[config.mk]
export PLATFORM = sky130hd
export DESIGN_NAME = reg_bank_clk
export DESIGN_NICKNAME = d
export VERILOG_FILES = /design/src/rtl/reg_bank_clk_pkg.sv /design/src/rtl/reg_bank_clk_bus_hold.sv /design/src/rtl/reg_bank_clk.sv
export SDC_FILE = /design/constraint.sdc
export NUM_CORES = 1
export LEC_CHECK = 0
export ABC_CLOCK_PERIOD_IN_PS = 8360
export BUFFER_PORTS_ARGS = -buffer_cell sky130_fd_sc_hd__buf_2
export CAP_MARGIN = 15
export CELL_PAD_IN_SITES_DETAIL_PLACEMENT = 1
export CELL_PAD_IN_SITES_GLOBAL_PLACEMENT = 2
export CORE_MARGIN = 4
export CORE_UTILIZATION = 35
export DETAILED_ROUTE_END_ITERATION = 10
export PLACE_DENSITY_LB_ADDON = 0.1
export SLEW_MARGIN = 5
export SYNTH_ARGS = -nofsm -noshare
export SYNTH_HDL_FRONTEND = slang
export SYNTH_SLANG_ARGS = --single-unit
[constraint.sdc]
create_clock -name CLK -period 8.36 [get_ports CLK]
set_input_delay 2.09 -clock CLK [delete_from_list [all_inputs] [get_ports CLK]]
set_output_delay 2.09 -clock CLK [all_outputs]
set_load 0.02 [all_outputs]
[src/rtl/reg_bank_clk_pkg.sv]
// Shared definitions for the clocked A/X/Y/S register bank.
// SB driver select bit positions, register indices and reset defaults.
package reg_bank_clk_pkg;

    localparam int SEL_A = 0;
    localparam int SEL_X = 1;
    localparam int SEL_Y = 2;
    localparam int SEL_S = 3;
    localparam int SEL_W = 4;

    localparam logic [7:0] S_RESET_DEF = 8'hFD;

    typedef enum logic [1:0] {
        REG_A = 2'd0,
        REG_X = 2'd1,
        REG_Y = 2'd2,
        REG_S = 2'd3
    } reg_idx_e;

    function automatic logic [2:0] sel_count(
        input logic [SEL_W-1:0] sel
    );
        logic [2:0] n;
        n = '0;
        for (int i = 0; i < SEL_W; i++) begin
            n = n + 3'(sel[i]);
        end
        return n;
    endfunction

endpackage

[src/rtl/reg_bank_clk_bus_hold.sv]
// Bus output stage: drives data when enabled, otherwise zero or the
// last value driven at a clock edge. Forced to zero while in reset.
module reg_bank_bus_hold #(
    parameter int DATA_W   = 8,
    parameter bit BUS_HOLD = 1'b0
) (
    input  logic              clk_i,
    input  logic              rst_ni,
    input  logic              drive_i,
    input  logic [DATA_W-1:0] data_i,
    output logic [DATA_W-1:0] bus_o
);

    logic [DATA_W-1:0] hold_q;
    logic [DATA_W-1:0] hold_d;

    always_comb begin
        hold_d = hold_q;
        if (drive_i) begin
            hold_d = data_i;
        end
    end

    always_ff @(posedge clk_i or negedge rst_ni) begin
        if (!rst_ni) begin
            hold_q <= '0;
        end else begin
            hold_q <= hold_d;
        end
    end

    always_comb begin
        bus_o = '0;
        if (rst_ni) begin
            if (drive_i) begin
                bus_o = data_i;
            end else if (BUS_HOLD) begin
                bus_o = hold_q;
            end
        end
    end

endmodule

[src/rtl/reg_bank_clk.sv]
// Clocked A/X/Y/S register bank with stack-pointer arithmetic,
// SB contention detection and optional bus-hold outputs.
module reg_bank_clk
    import reg_bank_clk_pkg::*;
#(
    parameter int         DATA_W   = 8,
    parameter logic [7:0] S_RESET  = S_RESET_DEF,
    parameter bit         BUS_HOLD = 1'b0
) (
    input  logic              CLK,
    input  logic              RST_N,
    input  logic [DATA_W-1:0] SB_DATA,
    input  logic [DATA_W-1:0] DAA_DATA,
    input  logic              A_LOAD,
    input  logic              X_LOAD,
    input  logic              Y_LOAD,
    input  logic              S_LOAD,
    input  logic              S_INC,
    input  logic              S_DEC,
    input  logic [SEL_W-1:0]  SB_SEL,
    input  logic              DB_A_EN,
    input  logic              ADL_S_EN,
    input  logic              ERR_CLR,
    output logic [DATA_W-1:0] SB_OUT,
    output logic [DATA_W-1:0] DB_OUT,
    output logic [DATA_W-1:0] ADL_OUT,
    output logic              S_WRAP,
    output logic              CONTENTION
);

    localparam logic [DATA_W-1:0] S_RST = DATA_W'(S_RESET);
    localparam logic [DATA_W-1:0] ONE   = DATA_W'(1);

    logic [DATA_W-1:0] a_q, a_d;
    logic [DATA_W-1:0] x_q, x_d;
    logic [DATA_W-1:0] y_q, y_d;
    logic [DATA_W-1:0] s_q, s_d;
    logic              wrap_q, wrap_d;
    logic              cont_q, cont_d;

    logic [2:0]        sel_n;
    logic              sb_one;
    logic              sb_multi;
    logic              ss_clash;
    reg_idx_e          sb_idx;
    logic [DATA_W-1:0] sb_val;

    assign sel_n    = sel_count(SB_SEL);
    assign sb_one   = (sel_n == 3'd1);
    assign sb_multi = (sel_n > 3'd1);
    assign ss_clash = S_INC & S_DEC;

    always_comb begin
        sb_idx = REG_A;
        if (sb_one) begin
            unique case (1'b1)
                SB_SEL[SEL_A]: sb_idx = REG_A;
                SB_SEL[SEL_X]: sb_idx = REG_X;
                SB_SEL[SEL_Y]: sb_idx = REG_Y;
                SB_SEL[SEL_S]: sb_idx = REG_S;
            endcase
        end
    end

    always_comb begin
        sb_val = '0;
        unique case (sb_idx)
            REG_A: sb_val = a_q;
            REG_X: sb_val = x_q;
            REG_Y: sb_val = y_q;
            REG_S: sb_val = s_q;
        endcase
    end

    always_comb begin
        a_d = A_LOAD ? DAA_DATA : a_q;
        x_d = X_LOAD ? SB_DATA : x_q;
        y_d = Y_LOAD ? SB_DATA : y_q;
    end

    // A load wins outright and never reports a wrap; inc+dec cancel.
    always_comb begin
        s_d    = s_q;
        wrap_d = 1'b0;
        if (S_LOAD) begin
            s_d = SB_DATA;
        end else if (S_INC && !S_DEC) begin
            s_d    = s_q + ONE;
            wrap_d = &s_q;
        end else if (S_DEC && !S_INC) begin
            s_d    = s_q - ONE;
            wrap_d = ~|s_q;
        end
    end

    always_comb begin
        cont_d = cont_q;
        if (sb_multi || ss_clash) begin
            cont_d = 1'b1;
        end else if (ERR_CLR) begin
            cont_d = 1'b0;
        end
    end

    always_ff @(posedge CLK or negedge RST_N) begin
        if (!RST_N) begin
            a_q    <= '0;
            x_q    <= '0;
            y_q    <= '0;
            s_q    <= S_RST;
            wrap_q <= 1'b0;
            cont_q <= 1'b0;
        end else begin
            a_q    <= a_d;
            x_q    <= x_d;
            y_q    <= y_d;
            s_q    <= s_d;
            wrap_q <= wrap_d;
            cont_q <= cont_d;
        end
    end

    reg_bank_bus_hold #(
        .DATA_W  (DATA_W),
        .BUS_HOLD(BUS_HOLD)
    ) u_sb_bus (
        .clk_i  (CLK),
        .rst_ni (RST_N),
        .drive_i(sb_one),
        .data_i (sb_val),
        .bus_o  (SB_OUT)
    );

    reg_bank_bus_hold #(
        .DATA_W  (DATA_W),
        .BUS_HOLD(BUS_HOLD)
    ) u_db_bus (
        .clk_i  (CLK),
        .rst_ni (RST_N),
        .drive_i(DB_A_EN),
        .data_i (a_q),
        .bus_o  (DB_OUT)
    );

    reg_bank_bus_hold #(
        .DATA_W  (DATA_W),
        .BUS_HOLD(BUS_HOLD)
    ) u_adl_bus (
        .clk_i  (CLK),
        .rst_ni (RST_N),
        .drive_i(ADL_S_EN),
        .data_i (s_q),
        .bus_o  (ADL_OUT)
    );

    assign S_WRAP     = wrap_q;
    assign CONTENTION = cont_q;

endmodule
==> impl_metrics.json, run 1 <==
{
  "cts_buffers": 5,
  "ys_ff_latch": 34,
  "cts.clk_slew.worst_paths_ns": 0.07,
  "grt_max_degree": 52,
  "ys_types": 50,
  "synthXorXnorAreaFrac_pct": 3.99,
  "vias": 1861,
  "setup_viol": 0,
  "yosys.area_share.simple_pct": 18.5,
  "vias_per_cell": 5.39,
  "synth_top_family_by_area": "simple AND/OR/NAND/NOR gates",
  "final_nets": 311,
  "clk_path_buf_depth": 2,
  "syn_inst": 214,
  "ys_warn_count": 0,
  "synth_flop_cell": "dfrtp_1",
  "synth_edf_count": 0,
  "clk_latency_ns": 0.29,
  "core_region_area_sq_um": 5990,
  "seqPwrFrac_pct": 41.6,
  "report.final.slew_viol_count": 0,
  "fillers": 723,
  "cts_sinks": 34,
  "worstSetupPathType": "primary input to output pin",
  "grt_overflow": 0,
  "cp-end-kind": "output pin",
  "drt-wirelength-per-cell_um": 17.3,
  "crit_top_cell": "inv_1",
  "totalWireLength_mm": 5.98,
  "cp.arrival_ns": 4.60,
  "clockRootBuffer": "clkbuf_8",
  "timing.critical_path.slowest_cell_delay_ns": 0.51,
  "synth_top_area_share_pct": 30.8,
  "grt_usage_pct": 16.8,
  "p_sw_share_pct": 33.7,
  "n_antenna_cell": 0,
  "hpwl_mm": 4.50,
  "cp-start-kind": "primary input",
  "initial_core_util_pct": 36.7,
  "crit_family": "adder cells",
  "io_buffers": 56,
  "power_switching_uw": 173,
  "htreeDepth": 2,
  "internal_power_uw": 342,
  "dieArea_sq_um": 7600,
  "die_y_um": 87.2,
  "netlist_area_sq_um": 2200,
  "power_uw": 515,
  "period_needed_ns": 6.69,
  "rsz0062_at_grt": "no",
  "grt_pass1_vias": 1939,
  "rows": 28,
  "crit_chain": "buf_2 -> inv_1 -> fa_1 -> inv_1 -> ha_1 -> inv_1 -> ha_1 -> nor2_1 -> nand2_2 -> nor4_4 -> a221oi_1 -> a21oi_1 -> buf_2",
  "antenna_found_initial": 0,
  "async_flop_share_pct": 100,
  "clock_skew_ns": 0.00206,
  "placed_area_sq_um": 2540,
  "synth.top_cells.by_area": "dfrtp_1 (31%), mux2_2 (12%), dfstp_2 (8.4%), ha_1 (5.1%), a21oi_1 (5.0%)",
  "tightestPinTransition_ns": 0.570,
  "syn_area_per_cell_sq_um": 10.3,
  "cp.required_ns": 6.27,
  "holdWs_ns": 0.499,
  "hold_buffers": 0,
  "p_per_area_nw_per_um2": 195,
  "drive_gt1_share_pct": 42.6,
  "grt_first_pass_wirelength_mm": 9.83,
  "finalCritPeriodShare_pct": 80.1,
  "p_leak_uw": 0.00123,
  "die_w_um": 87.2,
  "post_cts_resized": 0,
  "postRouteAntennaNets": 0,
  "synth.area.mux_share_pct": 12.8,
  "synth_compound_area_share_pct": 15.3,
  "yosysTopAreaCell": "dfrtp_1",
  "drt_first_pass_iters": 4,
  "cts_setup_buffers": 0,
  "ys_seq_area_share_pct": 39.1,
  "tns_ns": 0,
  "relSlewSlack_pct": 62.0,
  "drtIter0Drc": 63,
  "final_util_pct": 44.2,
  "finalInstanceArea_sq_um": 2650,
  "critical_path_buf_inv_count": 5,
  "globalplace.congestion": 0.732,
  "critPathSlowestCell": "fa_1",
  "hold_viol_final": 0,
  "ir_drop_mv": 0.109,
  "drc": 0,
  "pin_count": 57,
  "syn-num-nets": 256,
  "area_delta_synth_final_pct": 20.6,
  "maxCapViolCount": 0,
  "cts_tree": "done",
  "pwr-share-comb_pct": 30.2,
  "clkPwrFrac_pct": 28.2,
  "fmax_mhz": 149,
  "outcome": "complete, no violations",
  "hp-class": "flip-flop to flip-flop",
  "cp_max_fo": 7,
  "synth_adder_area_share_pct": 6.95
}
[flip-flops by register name, summed over array words and instances (netlist names)]
register,count
a_q,8
s_q,8
S_WRAP,1
CONTENTION,1
x_q,8
y_q,8
[per-stage QoR]
step                      setup slack [ns]  std cells
after floorplan                       2.10        214
after global placement                1.78        337
after detailed placement              1.68        337
after CTS                             1.65        345
after global routing                  1.46        345
final                                 1.67        345
[metal layers]
layer	global-route usage, %	wire, um	vias up
met5	0	0	-
met4	4.60	70	0
met3	3.41	253	8
met2	25.5	2710	38
met1	24.4	2960	919
li1	-	-	896
[power groups by stage]
stage                     Combinational (uW)  Clock, uW  Sequential, uW
after floorplan                          115          0             208
after global placement                   155          0             218
after detailed placement                 158          0             218
after CTS                                159        150             215
after global routing                     175        157             219
final                                    156        145             215
[kinds of logic after synthesis]
| family | after synthesis |
|---|---|
| buf+inv | 18 |
| xor+xnor | 7 |
| fa+ha+maj | 11 |
| mux | 25 |
| simple gates | 66 |
| flops | 34 |
| compound gates | 53 |
[worst min-delay path, stage by stage, from the launching register on]
cell and delay, ns:
dfrtp_1 0.34, nand2b_1 0.06, nand3_1 0.07
[layout make-up]
class	instances	area (sq um)	share of cell area (%)
multi-input cells	162	1260	47.7
flip-flops and latches	34	860	32.5
repair buffers	57	288	10.9
clock buffers	8	110	4.16
well taps	75	93.8	3.54
inverters	9	33.8	1.28
[cell usage in the layout, fill, tap and decap left out, types with 3 or more instances in the layout]
cell type	Yosys	layout
o21ai_0	12	12
and3_1	16	16
dfrtp_1	27	27
nor2_1	5	5
clkbuf_8	0	8
a221oi_1	6	6
a21oi_1	22	22
ha_1	9	9
xnor2_1	4	4
nor4b_1	3	3
nor4_1	3	3
mux2_2	24	24
inv_1	8	8
o21ai_1	3	3
nand2_1	14	14
buf_2	2	56
dfstp_2	7	7
[synthesized netlist by cell type (3+ instances only)]
cell type,count
dfrtp_1,27
mux2_2,24
a21oi_1,22
and3_1,16
nand2_1,14
o21ai_0,12
ha_1,9
inv_1,8
dfstp_2,7
a221oi_1,6
clkbuf_1,6
nor2_1,5
xnor2_1,4
nor4_1,3
nor4b_1,3
o21ai_1,3
[path summary, 6_finish.rpt]
| kind | start | endpoint | slack, ns | depth (start not counted) |
|---|---|---|---|---|
| worst max register to register | s_q[1] | s_q[6] | 6.46 | 6 |
| worst min register to register | CONTENTION | CONTENTION | 0.50 | 2 |
| worst max-delay path | SB_SEL[1] | SB_OUT[0] | 1.67 | 13 |
| min in group asynchronous | RST_N | S_WRAP | 1.87 | 2 |
| worst min-delay path | CONTENTION | CONTENTION | 0.50 | 2 |
| max in group asynchronous | RST_N | y_q[2] | 6.10 | 2 |
Power figures use the tool's default switching activity.
==> run 2, diff against run 1 <==
Settings changed: ABC_AREA set to 1, ABC_CLOCK_PERIOD_IN_PS 8360 to 5700, CORE_UTILIZATION 35 to 26.
Clock period 8.36 ns to 5.7 ns, I/O delays scaled along.
==> impl_metrics.json, run 2 <==
{
  "crit_chain": "buf_2 -> inv_1 -> fa_1 -> inv_1 -> ha_1 -> inv_1 -> ha_1 -> nor3_4 -> nand2_2 -> nor2_2 -> nand2_1 -> nand2_1 -> nor2_1 -> nor2_1 -> buf_2",
  "cp_max_fo": 8,
  "syn-num-nets": 358,
  "synth_top_area_share_pct": 29.8,
  "cp-start-kind": "primary input",
  "async_flop_share_pct": 100,
  "cp.required_ns": 4.28,
  "period_needed_ns": 5.31,
  "die_y_um": 101,
  "tightestPinTransition_ns": 0.546,
  "cts_tree": "done",
  "globalplace.congestion": 0.821,
  "cts_setup_buffers": 0,
  "pin_count": 57,
  "clk_path_buf_depth": 2,
  "synth.most_common_cell": "nand2_1",
  "power_switching_uw": 304,
  "yosysTopAreaCell": "dfrtp_1",
  "area_delta_synth_final_pct": 23.2,
  "cts_sinks": 34,
  "clkPwrFrac_pct": 31.7,
  "layout_common_cells": "nand2_1 (93), buf_2 (56), inv_1 (54)",
  "fillers": 1086,
  "ir_drop_mv": 0.0793,
  "final_common_cell": "nand2_1",
  "synth.top_cells.by_area": "dfrtp_1 (30%), nand2_1 (15%), inv_1 (8.9%), dfstp_2 (8.1%), nor2_1 (6.1%)",
  "n_antenna_cell": 0,
  "grt_max_degree": 21,
  "outcome": "complete, no violations",
  "fin_ws_ns": 0.392,
  "ys_types": 31,
  "report.final.slew_viol_count": 0,
  "cts.clk_slew.worst_paths_ns": 0.08,
  "clock_skew_ns": 0.0108,
  "cts_buffers": 5,
  "crit_family": "simple AND/OR/NAND/NOR gates",
  "ys_warn_count": 0,
  "htreeDepth": 2,
  "drtIter0Drc": 43,
  "regArea_sq_um": 860,
  "relSlewSlack_pct": 63.6,
  "worstSetupPathType": "primary input to output pin",
  "timing.critical_path.slowest_cell_delay_ns": 0.52,
  "critical_path_buf_inv_count": 5,
  "p_per_area_nw_per_um2": 309,
  "rows": 33,
  "die_w_um": 101,
  "totalWireLength_mm": 6.94,
  "drc": 0,
  "holdWs_ns": 0.510,
  "seqPwrFrac_pct": 36.7,
  "pwr-share-comb_pct": 31.6,
  "drt_first_pass_iters": 4,
  "critPathSlowestCell": "fa_1",
  "clockRootBuffer": "clkbuf_8",
  "internal_power_uw": 559,
  "finalCritPeriodShare_pct": 93.1,
  "clk_latency_ns": 0.30,
  "syn_area_per_cell_sq_um": 7.17,
  "hold_viol_final": 0,
  "hp-class": "flip-flop to flip-flop",
  "fmax_mhz": 188,
  "setup_viol": 0,
  "cp.arrival_ns": 3.88,
  "post_cts_resized": 0,
  "p_sw_share_pct": 35.2,
  "netlist_area_sq_um": 2270,
  "postRouteAntennaNets": 0,
  "grt_usage_pct": 14.8,
  "initial_core_util_pct": 27.2,
  "maxCapViolCount": 0,
  "dieArea_sq_um": 10300,
  "synth_flop_cell": "dfrtp_1",
  "hpwl_mm": 5.55,
  "grt_pass1_vias": 2357,
  "ys_ff_latch": 34,
  "rsz0062_at_grt": "no",
  "io_buffers": 56,
  "synth_edf_count": 0,
  "grt_overflow": 0,
  "ys_seq_area_share_pct": 37.9,
  "drive_gt1_share_pct": 24.3,
  "vias": 2165,
  "syn_inst": 316,
  "core_region_area_sq_um": 8340,
  "synth_common_cells": "nand2_1 (93), inv_1 (54), nor2_1 (37)",
  "dp_worst_setup_slack_ns": 0.360,
  "vias_per_cell": 4.51,
  "hold_buffers": 0,
  "p_leak_uw": 0.00153,
  "drt-wirelength-per-cell_um": 14.5,
  "grt_first_pass_wirelength_mm": 11.8,
  "antenna_found_initial": 0,
  "crit_top_cell": "inv_1",
  "cp-end-kind": "output pin",
  "multi_input_comb_area_sq_um": 1170,
  "tns_ns": 0,
  "final_nets": 416
}
-- run 2: cell types whose count changed in the layout (fill, tap and decap cells not counted), sizes merged, moves of 15 or more --
cell   delta
nand2    +78
inv      +46
nor2     +32
and3     -17
a21oi    -15
-- run 2: layout make-up --
cell class | instances | area share (%)
Multi-Input combinational cell | 221 | 41.9
Sequential cell | 34 | 30.8
Timing Repair Buffer | 57 | 10.3
Inverter | 55 | 7.39
Tap cell | 105 | 4.70
Clock buffer | 5 | 2.46
Clock inverter | 3 | 2.46
-- run 2: worst paths after layout --
kind / from / end / slack, ns / cells past startpoint
max: SB_SEL[0] / SB_OUT[6] / 0.39 / 15
min: y_q[1] / y_q[1] / 0.51 / 1
max reg2reg: s_q[2] / s_q[5] / 3.97 / 8
min reg2reg: y_q[1] / y_q[1] / 0.51 / 1
max in group asynchronous: RST_N / y_q[6] / 3.94 / 2
min in group asynchronous: RST_N / x_q[4] / 1.11 / 1
-- run 2: layer usage --
layer | vias up | global-route usage (%) | share of wire (%)
met5 | - | 0 | 0
met4 | 0 | 3.99 | 0.94
met3 | 6 | 2.34 | 3.2
met2 | 33 | 23.9 | 45
met1 | 1026 | 20.5 | 51
li1 | 1100 | - | -
-- run 2: power groups by stage --
stage               registers (uW)  logic, uW  clock network, uW
global placement               323        272                  0
floorplan                      307        199                  0
finish                         317        273                274
detailed placement             323        279                  0
CTS                            319        280                285
global route                   324        325                293
-- run 2: kinds of logic (layout without fill, tap and decap cells) --
group | Yosys count | count (layout) | synth area share (%)
fa+ha+maj | 11 | 11 | 6.73
xor+xnor | 2 | 2 | 0.773
simple gates | 158 | 158 | 28.9
flops | 34 | 34 | 37.9
compound gates | 38 | 38 | 9.27
buf+inv | 61 | 120 | 10.5
mux | 12 | 12 | 5.96
-- run 2: stage by stage --
| stage | cell area [sq um] | std cells | power [uW] | util, % |
|---|---|---|---|---|
| after detailed placement | 2660 | 472 | 602 | 31.8 |
| after CTS | 2790 | 480 | 884 | 33.5 |
| after global routing | 2790 | 480 | 942 | 33.5 |
| final | 2790 | 480 | 863 | 33.5 |
| after global placement | 2660 | 472 | 595 | 31.8 |
| after floorplan | 2270 | 316 | 507 | - |
==> run 3, diff against run 2 <==
Settings changed: ABC_CLOCK_PERIOD_IN_PS 5700 to 6300, CAP_MARGIN 15 to 30, CORE_UTILIZATION 26 to 31.
Clock period 5.7 ns to 6.3 ns, I/O delays scaled along.
==> impl_metrics.json, run 3 (same netlist as run 2, synthesis figures left out) <==
{
  "core_region_area_sq_um": 6940,
  "hold_end": "y_q[6]",
  "hpwl_mm": 5.30,
  "cp-start-kind": "primary input",
  "outcome": "complete, no violations",
  "clkPwrFrac_pct": 22.9,
  "p_sw_share_pct": 38.6,
  "hold_viol_final": 0,
  "clk_latency_ns": 0.28,
  "n_antenna_cell": 0,
  "gr-usage-met3_pct": 3.46,
  "seqPwrFrac_pct": 41.3,
  "cts_tree": "done",
  "cp-end-kind": "output pin",
  "holdWs_ns": 0.513,
  "p_per_area_nw_per_um2": 253,
  "pwr-share-comb_pct": 35.8,
  "cp.required_ns": 4.72,
  "drt_first_pass_iters": 4,
  "vias": 2160,
  "reg2reg_from": "s_q[2]",
  "setup_viol": 0,
  "relSlewSlack_pct": 55.3,
  "grt_use_met1_pct": 21.9,
  "top_usage_layer": "met2",
  "drive_gt1_share_pct": 24.0,
  "cts_sinks": 34,
  "cp_max_fo": 8,
  "internal_power_uw": 424,
  "worstSetupPathType": "primary input to output pin",
  "rows": 30,
  "cts_buffers": 5,
  "die_y_um": 93.5,
  "grt_max_degree": 29,
  "clk_path_buf_depth": 2,
  "final_common_cell": "nand2_1",
  "dieArea_sq_um": 8750,
  "power_switching_uw": 266,
  "rr_worst_depth": 8,
  "period_needed_ns": 5.52,
  "io_buffers": 56,
  "grt_pass1_vias": 2289,
  "layout_common_cells": "nand2_1 (93), buf_2 (56), inv_1 (54)",
  "post_cts_resized": 0,
  "drc": 0,
  "grtUsageMet2_pct": 26.9,
  "htreeDepth": 2,
  "pin_count": 57,
  "fin_ws_ns": 0.781,
  "final_nets": 416,
  "grt_overflow": 0,
  "hold_buffers": 0,
  "totalWireLength_mm": 6.55,
  "dp_worst_setup_slack_ns": 0.741,
  "drt-wirelength-per-cell_um": 13.9,
  "postRouteAntennaNets": 0,
  "globalplace.congestion": 0.793,
  "worstReg2RegEnd": "s_q[7]",
  "grt_first_pass_wirelength_mm": 11.2,
  "cts.clk_slew.worst_paths_ns": 0.07,
  "fillers": 917,
  "finalCritPeriodShare_pct": 87.6,
  "tns_ns": 0,
  "rrSetupSlack_ns": 4.61,
  "cp.arrival_ns": 3.94,
  "drtIter0Drc": 79,
  "initial_core_util_pct": 32.6,
  "grt_usage_pct": 16.1,
  "cts_setup_buffers": 0,
  "fmax_mhz": 181,
  "holdPathStages": 1,
  "area_delta_synth_final_pct": 20.3,
  "tightestPinTransition_ns": 0.671,
  "clock_skew_ns": 0.00335,
  "maxCapViolCount": 0,
  "vias_per_cell": 4.59,
  "hp-class": "flip-flop to flip-flop",
  "p_leak_uw": 0.00151,
  "report.final.slew_viol_count": 0,
  "regArea_sq_um": 860,
  "rsz0062_at_grt": "no",
  "ir_drop_mv": 0.0832,
  "multi_input_comb_area_sq_um": 1170,
  "power_uw": 690,
  "holdCritStartpoint": "y_q[6]",
  "clockRootBuffer": "clkbuf_8",
  "die_w_um": 93.5,
  "antenna_found_initial": 0
}
## run 3: cell count changes in the layout (fill, tap and decap cells not counted)
cell | before | now
clkinv_4 | 1 | 0
bufinv_16 | 2 | 0
clkbuf_1 | 0 | 1
clkinv_2 | 0 | 2
## run 3: final cells by class
type,instances,area share [%]
Multi-Input combinational cell,221,42.9
Sequential cell,34,31.5
Timing Repair Buffer,57,10.6
Inverter,55,7.57
Tap cell,96,4.41
Clock buffer,6,2.66
Clock inverter,2,0.367
## run 3: worst max-delay path by stage
stage | from | end | slack [ns]
3_5_place_dp | SB_SEL[0] | SB_OUT[5] | 0.74
4_1_cts | SB_SEL[0] | SB_OUT[5] | 0.74
2_1_floorplan | SB_SEL[0] | SB_OUT[6] | 1.06
3_3_place_gp | SB_SEL[0] | SB_OUT[3] | 0.79
6_report | SB_SEL[0] | SB_OUT[7] | 0.78
5_1_grt | SB_SEL[0] | SB_OUT[6] | 0.55
## run 3: per-layer routing
layer	share of wire, %	up-vias
met1	47	1023
met4	0.26	0
met3	3.5	4
met5	0	-
li1	-	1099
met2	49	34
## run 3: power groups by stage
stage	clock [uW]	combinational, uW	sequential (uW)
after CTS	167	252	286
after detailed placement	0	250	290
final	158	247	285
after global routing	178	287	291
after global placement	0	246	290
after floorplan	0	180	278
## run 3: metrics by stage
step	std cells	util [%]	instance area, sq um
after global routing	471	39.3	2730
after global placement	463	38.1	2640
after CTS	471	39.3	2730
after floorplan	316	-	2270
final	471	39.3	2730
after detailed placement	463	38.1	2640
## run 3: worst max-delay path: stages
cell,delay [ns]
buf_2,0.07
inv_1,0.04
fa_1,0.52
inv_1,0.04
ha_1,0.18
inv_1,0.06
ha_1,0.24
nor3_4,0.29
nand2_2,0.10
nor2_2,0.33
nand2_1,0.12
nand2_1,0.08
nor2_1,0.04
nor2_1,0.07
buf_2,0.17
